$ cat config.mk
export PLATFORM = sky130hd
export DESIGN_NAME = button_event_scheduler
export DESIGN_NICKNAME = d
export VERILOG_FILES = /design/src/rtl/button_event_scheduler.sv
export SDC_FILE = /design/constraint.sdc
export NUM_CORES = 1
export LEC_CHECK = 0
export BUFFER_PORTS_ARGS = -buffer_cell sky130_fd_sc_hd__buf_4
export CELL_PAD_IN_SITES_DETAIL_PLACEMENT = 0
export CELL_PAD_IN_SITES_GLOBAL_PLACEMENT = 2
export CORE_MARGIN = 2
export CORE_UTILIZATION = 39
export DETAILED_ROUTE_END_ITERATION = 6
export PLACE_DENSITY_LB_ADDON = 0.12
export SLEW_MARGIN = 5
export SYNTH_ARGS = -nofsm -noshare
export SYNTH_HDL_FRONTEND = slang
export SYNTH_SLANG_ARGS = --single-unit
export TNS_END_PERCENT = 50
$ cat constraint.sdc
create_clock -name clk -period 7.66 [get_ports clk]
set_clock_uncertainty 0.15 [all_clocks]
set_input_delay 0.383 -clock clk [delete_from_list [all_inputs] [get_ports clk]]
set_output_delay 0.383 -clock clk [all_outputs]
set_load 0.02 [all_outputs]
$ cat src/rtl/button_event_scheduler.sv
// button_event_scheduler: latches button presses, round-robin arbitrates them, queues ids in a FWFT FIFO
module button_event_scheduler #(
  parameter int N_BUTTONS  = 4,
  parameter int FIFO_DEPTH = 4,
  localparam int ID_W = $clog2(N_BUTTONS),
  localparam int PW   = $clog2(FIFO_DEPTH),
  localparam int LW   = PW + 1
) (
  input  logic                 clk,
  input  logic                 rst_n,
  input  logic [N_BUTTONS-1:0] press,
  output logic                 evt_valid,
  input  logic                 evt_ready,
  output logic [ID_W-1:0]      evt_id,
  output logic [N_BUTTONS-1:0] pending,
  output logic [LW-1:0]        fifo_level,
  output logic                 overflow,
  input  logic                 clr_overflow
);
  localparam logic [ID_W:0] NB = (ID_W+1)'(N_BUTTONS);
  logic [N_BUTTONS-1:0] pending_q, pending_d, grant;
  logic [ID_W-1:0]      rr_q, rr_d, gnt_id;
  logic [PW-1:0]        wr_q, wr_d, rd_q, rd_d;
  logic [LW-1:0]        level_q, level_d;
  logic                 overflow_q, overflow_d, found, push, pop, can_push;
  logic [ID_W:0]        sum;
  logic [ID_W-1:0]      mem_q [FIFO_DEPTH];
  logic [ID_W-1:0]      mem_d [FIFO_DEPTH];
  assign evt_valid  = level_q != '0;
  assign evt_id     = mem_q[rd_q];
  assign pending    = pending_q;
  assign fifo_level = level_q;
  assign overflow   = overflow_q;
  assign can_push   = level_q != LW'(FIFO_DEPTH);
  assign pop        = evt_valid & evt_ready;
  // Round-robin scan of registered pending bits starting at rr_q; grant only if FIFO has room
  always_comb begin
    found  = 1'b0;
    gnt_id = '0;
    sum    = '0;
    for (int k = 0; k < N_BUTTONS; k++) begin
      sum = {1'b0, rr_q} + (ID_W+1)'(k);
      sum = (sum >= NB) ? sum - NB : sum;
      if (!found && can_push && pending_q[sum[ID_W-1:0]]) begin
        found  = 1'b1;
        gnt_id = sum[ID_W-1:0];
      end
    end
  end
  // Next-state: request capture, overflow, pointer and level updates, FIFO write
  always_comb begin
    push       = found;
    grant      = found ? N_BUTTONS'(1) << gnt_id : '0;
    pending_d  = (pending_q & ~grant) | press;
    overflow_d = (|(press & pending_q & ~grant)) | (overflow_q & ~clr_overflow);
    rr_d       = !found ? rr_q : (gnt_id == ID_W'(N_BUTTONS-1)) ? '0 : gnt_id + 1'b1;
    wr_d       = wr_q + PW'(push);
    rd_d       = rd_q + PW'(pop);
    level_d    = level_q + LW'(push) - LW'(pop);
    mem_d      = mem_q;
    if (push) mem_d[wr_q] = gnt_id;
  end
  // State registers with asynchronous active-low reset
  always_ff @(posedge clk or negedge rst_n) begin
    if (!rst_n) begin
      pending_q  <= '0;
      rr_q       <= '0;
      wr_q       <= '0;
      rd_q       <= '0;
      level_q    <= '0;
      overflow_q <= 1'b0;
      mem_q      <= '{default: '0};
    end else begin
      pending_q  <= pending_d;
      rr_q       <= rr_d;
      wr_q       <= wr_d;
      rd_q       <= rd_d;
      level_q    <= level_d;
      overflow_q <= overflow_d;
      mem_q      <= mem_d;
    end
  end
endmodule

Yosys cells after proc, flatten, opt, wreduce, memory -nomap -nowiden

Cells that the tools add are included.

Bits in registers: 22
Bits of input ports: 8
Output and inout port bits: 11
Logic and storage cells: 88

Add/sub/neg operators: 12
Order comparisons: 11
Equality and inequality tests: 2
Shift-type cells: 1
Muxes and demuxes: 28
Bitwise operators: 11
Reductions and logical operators: 13

Operators with widths:

| cell                                                              | count |
|---|---|
| two-way mux 2 bit                                                 | 12 |
| greater-or-equal comparator 3 bit, second input constant          | 5 |
| AND 4 bit                                                         | 3 |
| less-than comparator 2 x 3 -> 1 bit, second input constant        | 4 |
| binary-select mux 1 bit (select 2 bit)                            | 4 |
| bitwise mux 8 bit                                                 | 1 |
| logical AND 1 bit                                                 | 8 |
| two-way mux 1 bit                                                 | 8 |
| subtractor 2 x 1 -> 2 bit, second input constant                  | 4 |
| adder 2 x 2 -> 3 bit, second input constant                       | 2 |
| inverter 2 -> 3 bit                                               | 2 |
| adder 2 x 1 -> 2 bit                                              | 2 |
| binary-select mux 2 bit (select 2 bit)                            | 1 |
| demux 2 bit (select 2 bit)                                        | 1 |
| two-way mux 4 bit                                                 | 1 |
| inverter 4 bit                                                    | 1 |
| OR 4 bit                                                          | 1 |
| OR reduction 4 bit                                                | 1 |
| left shift 1 x 2 -> 4 bit, first input constant                   | 1 |
| adder 2 x 1 -> 3 bit, second input constant                       | 1 |
| adder 3 x 1 -> 3 bit                                              | 1 |
| greater-or-equal comparator 2 x 3 -> 1 bit, second input constant | 1 |
| logical NOT 1 bit                                                 | 3 |
| less-than comparator 3 x 1 -> 1 bit, second input constant        | 1 |
| other kinds (8)                                                   | 9 |

Depth between registers and ports, before layout

Depth in word-level cells: 24
Gate-level depth with buffers: 10
Mapped depth without buffers: 9

Least setup slack after synthesis

No wires, ideal clock.

Kind: reg-to-reg
Start point: register pending_q[1], in the netlist pending[1]
End point: register overflow_q, in the netlist overflow
Library setup time: 126 ps
Data arrival time: 2331 ps
Required time: 7384 ps
Path slack: 5052 ps
Stages on the path, launching flop included: 9
Path buffers: 0
Clock period less this slack: 2608 ps
Cell sequence: dfrtp_1 -> a21bo_2 -> a221oi_1 -> nand2_1 -> inv_1 -> ha_1 -> nand2_1 -> a311o_1 -> a311o_1

Cells in the longest elaborated chain, start to end: 22
Elaborated cells between the ends (all ways): 33
Classes of those cells: 1 x shift; 17 x mux; 4 x bitwise; 11 x reduce/logical

RTL lines:

| element                                 | RTL line | text |
|---|---|---|
| start, declared                         | 21       | `logic [N_BUTTONS-1:0] pending_q, pending_d, grant;` |
| start signal, assigned                  | 74       | `pending_q <= pending_d;` |
| binary-select mux 1 bit (select 2 bit)  | 44       | `if (!found && can_push && pending_q[sum[ID_W-1:0]]) begin` |
| two-way mux 1 bit (not written as such) | 44       |  |
| logical AND 1 bit                       | 44       |  |
| two-way mux 1 bit                       | 44       |  |
| logical NOT 1 bit                       | 44       |  |
| logical AND 1 bit (2 in a row)          | 44       |  |
| two-way mux 1 bit                       | 44       |  |
| logical NOT 1 bit                       | 44       |  |
| [7 not listed]                          | -        |  |
| net gnt_id[0]                           | 22       | `logic [ID_W-1:0] rr_q, rr_d, gnt_id;` |
| left shift 1 x 2 -> 4 bit (*)           | 53       | `grant = found ? N_BUTTONS'(1) << gnt_id : '0;` |
| two-way mux 4 bit (*)                   | 53       |  |
| inverter 4 bit (*)                      | 55       | `overflow_d = (\|(press & pending_q & ~grant)) \| (overflow_q & ~clr_overflow);` |
| AND 4 bit (*)                           | 55       |  |
| OR reduction 4 bit (*)                  | 55       |  |
| OR 1 bit (*)                            | 55       |  |
| net overflow_d                          | 25       | `logic overflow_q, overflow_d, found, push, pop, can_push;` |
| end signal, assigned                    | 79       | `overflow_q <= overflow_d;` |
| end, declared                           | 25       |  |

The timed path passes the listed nets; every way through them passes the cells marked *. The select of a mux whose other input is x is not followed.
A chain may end at the register's enable or synchronous reset.

Worst setup path after layout

Same ends and word-level chain as after synthesis.

==> impl_metrics.csv <==
group,metric,value,unit
placement,place_ws,4.867,ns
synthesis,synthAdderAreaFrac,0.1056,
drt,drt_iter0_drc,28,
layout,n_antenna_cell,0,
min_path,hold_class,"primary input to flip-flop",
floorplan,initial_utilization,0.4124,
floorplan,core,0.002758,sq mm
layout,layout-drive-gt1-share,0.3125,
synthesis,ys_seq_area_frac,0.4840,
min_path,holdCritStartpoint,"press[1]",
drt,wl_per_cell,13.53,um
clock_network,cts_root_buffer,"clkbuf_4",
synthesis,yosys.area_share.simple,0.08691,
drt,drc,0,
timing,slew_headroom,0.5556,
drt,maxUsedRoutingLayer,"met4",
synthesis,synth-xor-area-share,0.03080,
critical_path,cp_slowest_cell,"a221oi_1",
drt,wl_met3,91,um
synthesis,netlist_area,0.001137,sq mm
drt,wl_met1,957,um
timing,fmax,354.0,MHz
grt,grtUsageTotal,0.1333,
synthesis,synthArstFlopShare,1.000,
synthesis,yosysTopAreaCell,"dfrtp_1",
drt,avgViaCountPerCell,5.119,
clock_network,clkSlewWorstSetupHoldPaths,0.13,ns
run_status,outcome,"completed",
grt,grt_overflow_total,0,
pwr,power_density,481.7,mW/mm^2
synthesis,postSynthCellCount,90,
synthesis,synth_top_area_frac,0.4840,
critical_path,crit_path_start_kind,"flip-flop",
critical_path,cp_top_family,"compound AO/OA/AOI/OAI gates",
placement,place_inst,138,
drt,ant_nets,0,
placement,gp_congestion,0.7773,
timing,fin_crit_sh,0.3688,
drt,firstDrtPassIters,4,
layout,fin_area,0.001346,sq mm
critical_path,cp_cell_sequence,"a21bo_2 > a221oi_1 > nand2_1 > inv_1 > ha_1 > nand2_1 > a311o_1 > a311o_1",
floorplan,die_h,58,um
layout,fill_cells,258,
critical_path,cp_max_fo,8,
clock_network,cts_tree,"yes",
synthesis,synth_edf_count,0,
grt,grt_max_degree,23,
synthesis,ys_warn_count,0,
drt,dr_wl_met2,870,um
timing,drv_slew,0,
synthesis,ys_seq_elements,22,
timing,hold_viol,0,
clock_network,cts.sinks,22,
timing,setup_violations,0,
synthesis,ys_types,28,
synthesis,synth_area_per_cell,12.64,sq um
clock_network,post_cts_buffers,0,
synthesis,synth_nets,107,
clock_network,cts_made_buffers,3,
critical_path,critPathKind,"flip-flop to flip-flop",
grt,antenna_found_initial,0,
grt,grt_pass1_vias,736,
layout,nets,130,
timing,tightest_slew,0.6665,ns
critical_path,critPathRequiredTime,7.71,ns
timing,rsz0062_at_grt,"no",
timing,period_minus_slack,2.825,ns
critical_path,max_stage_delay,0.58,ns
timing,setup_ws,4.835,ns
clock_network,h-tree-depth,1,
layout,final_cells,143,
critical_path,reg2reg_to,"overflow",
synthesis,synth.area.top_cells,"dfrtp_1 (48%), mux2_2 (8.9%), ha_1 (8.8%)",
critical_path,reg2regPathDepth,8,
drt,wl,1.935,mm
synthesis,synth_compound_area_frac,0.1188,
min_path,holdPathEnd,"pending[1]",
critical_path,critical_path_arrival,2.88,ns
placement,port-buffer-count,18,
floorplan,die_area,0.003364,sq mm
layout,area.growth.synth_to_final,18.37,%
timing,fin_tns_setup,0,ns
grt,grt_pass1_wl,3.325,mm
pwr,leakagePower,0.6460,nW
critical_path,r2r_start,"pending[1]",
floorplan,row_count,19,
placement,dp.final_hpwl,1.509,mm
clock_network,clockBufferDepth,2,
clock_network,clk_latency,0.30,ns
floorplan,ios,19,
synthesis,yosys-mux-area-fraction,0.1375,
min_path,hold_path_depth,2,
pwr,max-vdd-ir-drop,0.2599,mV
synthesis,synth_top_family_by_area,"multiplexers",
critical_path,cp-end-kind,"flip-flop",
critical_path,worst-path-buf-inv,1,
drt,vias,732,
synthesis,synthFlopType,"dfrtp_1",
placement,dpl_cell_area,0.001300,sq mm
critical_path,reg2reg_slack,4.84,ns
job,maxCapViolations,0,
floorplan,die_w,58,um
timing,worst_hold_slack,0.1012,ns
[cell usage in the layout (no fill, tap or decap), drive strengths merged]
cell type / Yosys / final
a21bo: 1 / 1
a21o: 4 / 4
a21oi: 2 / 2
a221oi: 1 / 1
a22oi: 1 / 1
a311o: 2 / 2
and2: 2 / 2
and3: 1 / 1
buf: 1 / 18
clkbuf: 0 / 4
dfrtp: 22 / 22
dlygate4sd3: 0 / 1
fa: 1 / 1
ha: 8 / 8
inv: 8 / 8
mux2: 9 / 9
mux2i: 1 / 1
mux4: 2 / 2
nand2: 8 / 8
nor2: 2 / 2
nor3: 1 / 1
nor3b: 3 / 3
o21ai: 1 / 1
o22ai: 1 / 1
o2bb2a: 1 / 1
o41ai: 1 / 1
or3: 1 / 1
or3b: 1 / 1
xnor2: 2 / 2
xor2: 2 / 2
[synth_stat cells (2+ instances only)]
master,count
nor3b_1,3
a21oi_1,2
nor2_1,2
ha_1,8
mux4_2,2
and2_1,2
xnor2_1,2
mux2_2,9
inv_1,8
dfrtp_1,22
a21o_1,4
nand2_1,8
a311o_1,2
xor2_1,2
[worst register-to-register path, cell delays in order, from the launching register on]
cell      delay (ns)
dfrtp_1         0.52
a21bo_2         0.26
a221oi_1        0.58
nand2_1         0.21
inv_1           0.12
ha_1            0.15
nand2_1         0.06
a311o_1         0.36
a311o_1         0.31
[where the power goes]
part	switching [W]	internal (W)	total, W
logic	0.000170	0.000181	0.000351
clock network	0.0000354	0.0000290	0.0000644
registers	0.0000565	0.000176	0.000233
[final cells by class]
cell class                      instances  area [sq um]  area share
Clock buffer                            4         36.28     0.02695
Inverter                                8         30.03     0.02230
Multi-Input combinational cell         59         545.5      0.4052
Tap cell                               31         38.79     0.02881
Sequential cell                        22         550.5      0.4089
Timing Repair Buffer                   19         145.1      0.1078
[stage by stage]
stage	util	total power, W
2_1_floorplan	-	0.0004886
3_3_place_gp	0.4714	0.0005910
3_5_place_dp	0.4714	0.0005907
4_1_cts	0.4882	0.0006565
5_1_grt	0.4882	0.0007091
6_report	0.4882	0.0006485
[registers in the layout (all words and copies together) (netlist names)]
| register | count |
|---|---|
| mem_q | 8 |
| pending | 4 |
| fifo_level | 3 |
| rd_q | 2 |
| rr_q | 2 |
| wr_q | 2 |
| overflow | 1 |
[timing repair]
| item | 4_1_cts | 5_1_grt |
|---|---|---|
| hold buffers | 1 | 0 |
| endpoints found under the hold margin | 22 | 0 |
| resized for setup | 0 | 0 |
[per-layer routing]
layer,vias to the layer above,GRT usage
met5,-,0
met3,2,0.02232
met2,17,0.2159
li1,364,-
met1,349,0.1718
met4,0,0.06977
[how the worst max path moves through the flow]
stage	endpoint	from	slack, ns	cells after the start
after floorplan	overflow	pending[1]	5.05	8
after global placement	overflow	pending[1]	4.97	8
after detailed placement	overflow	pending[1]	4.87	8
after CTS	overflow	pending[1]	4.85	8
after global routing	overflow	pending[1]	4.65	8
final	overflow	pending[1]	4.84	8
[cells by family after synthesis]
logic type	count (synthesis)
AO/OA/AOI/OAI	15
XOR/XNOR	4
adder cells (fa/ha/maj)	9
buffers and inverters	9
flip-flops	22
multiplexers	12
AND/OR/NAND/NOR	19
(Power assumes the default switching activity.)
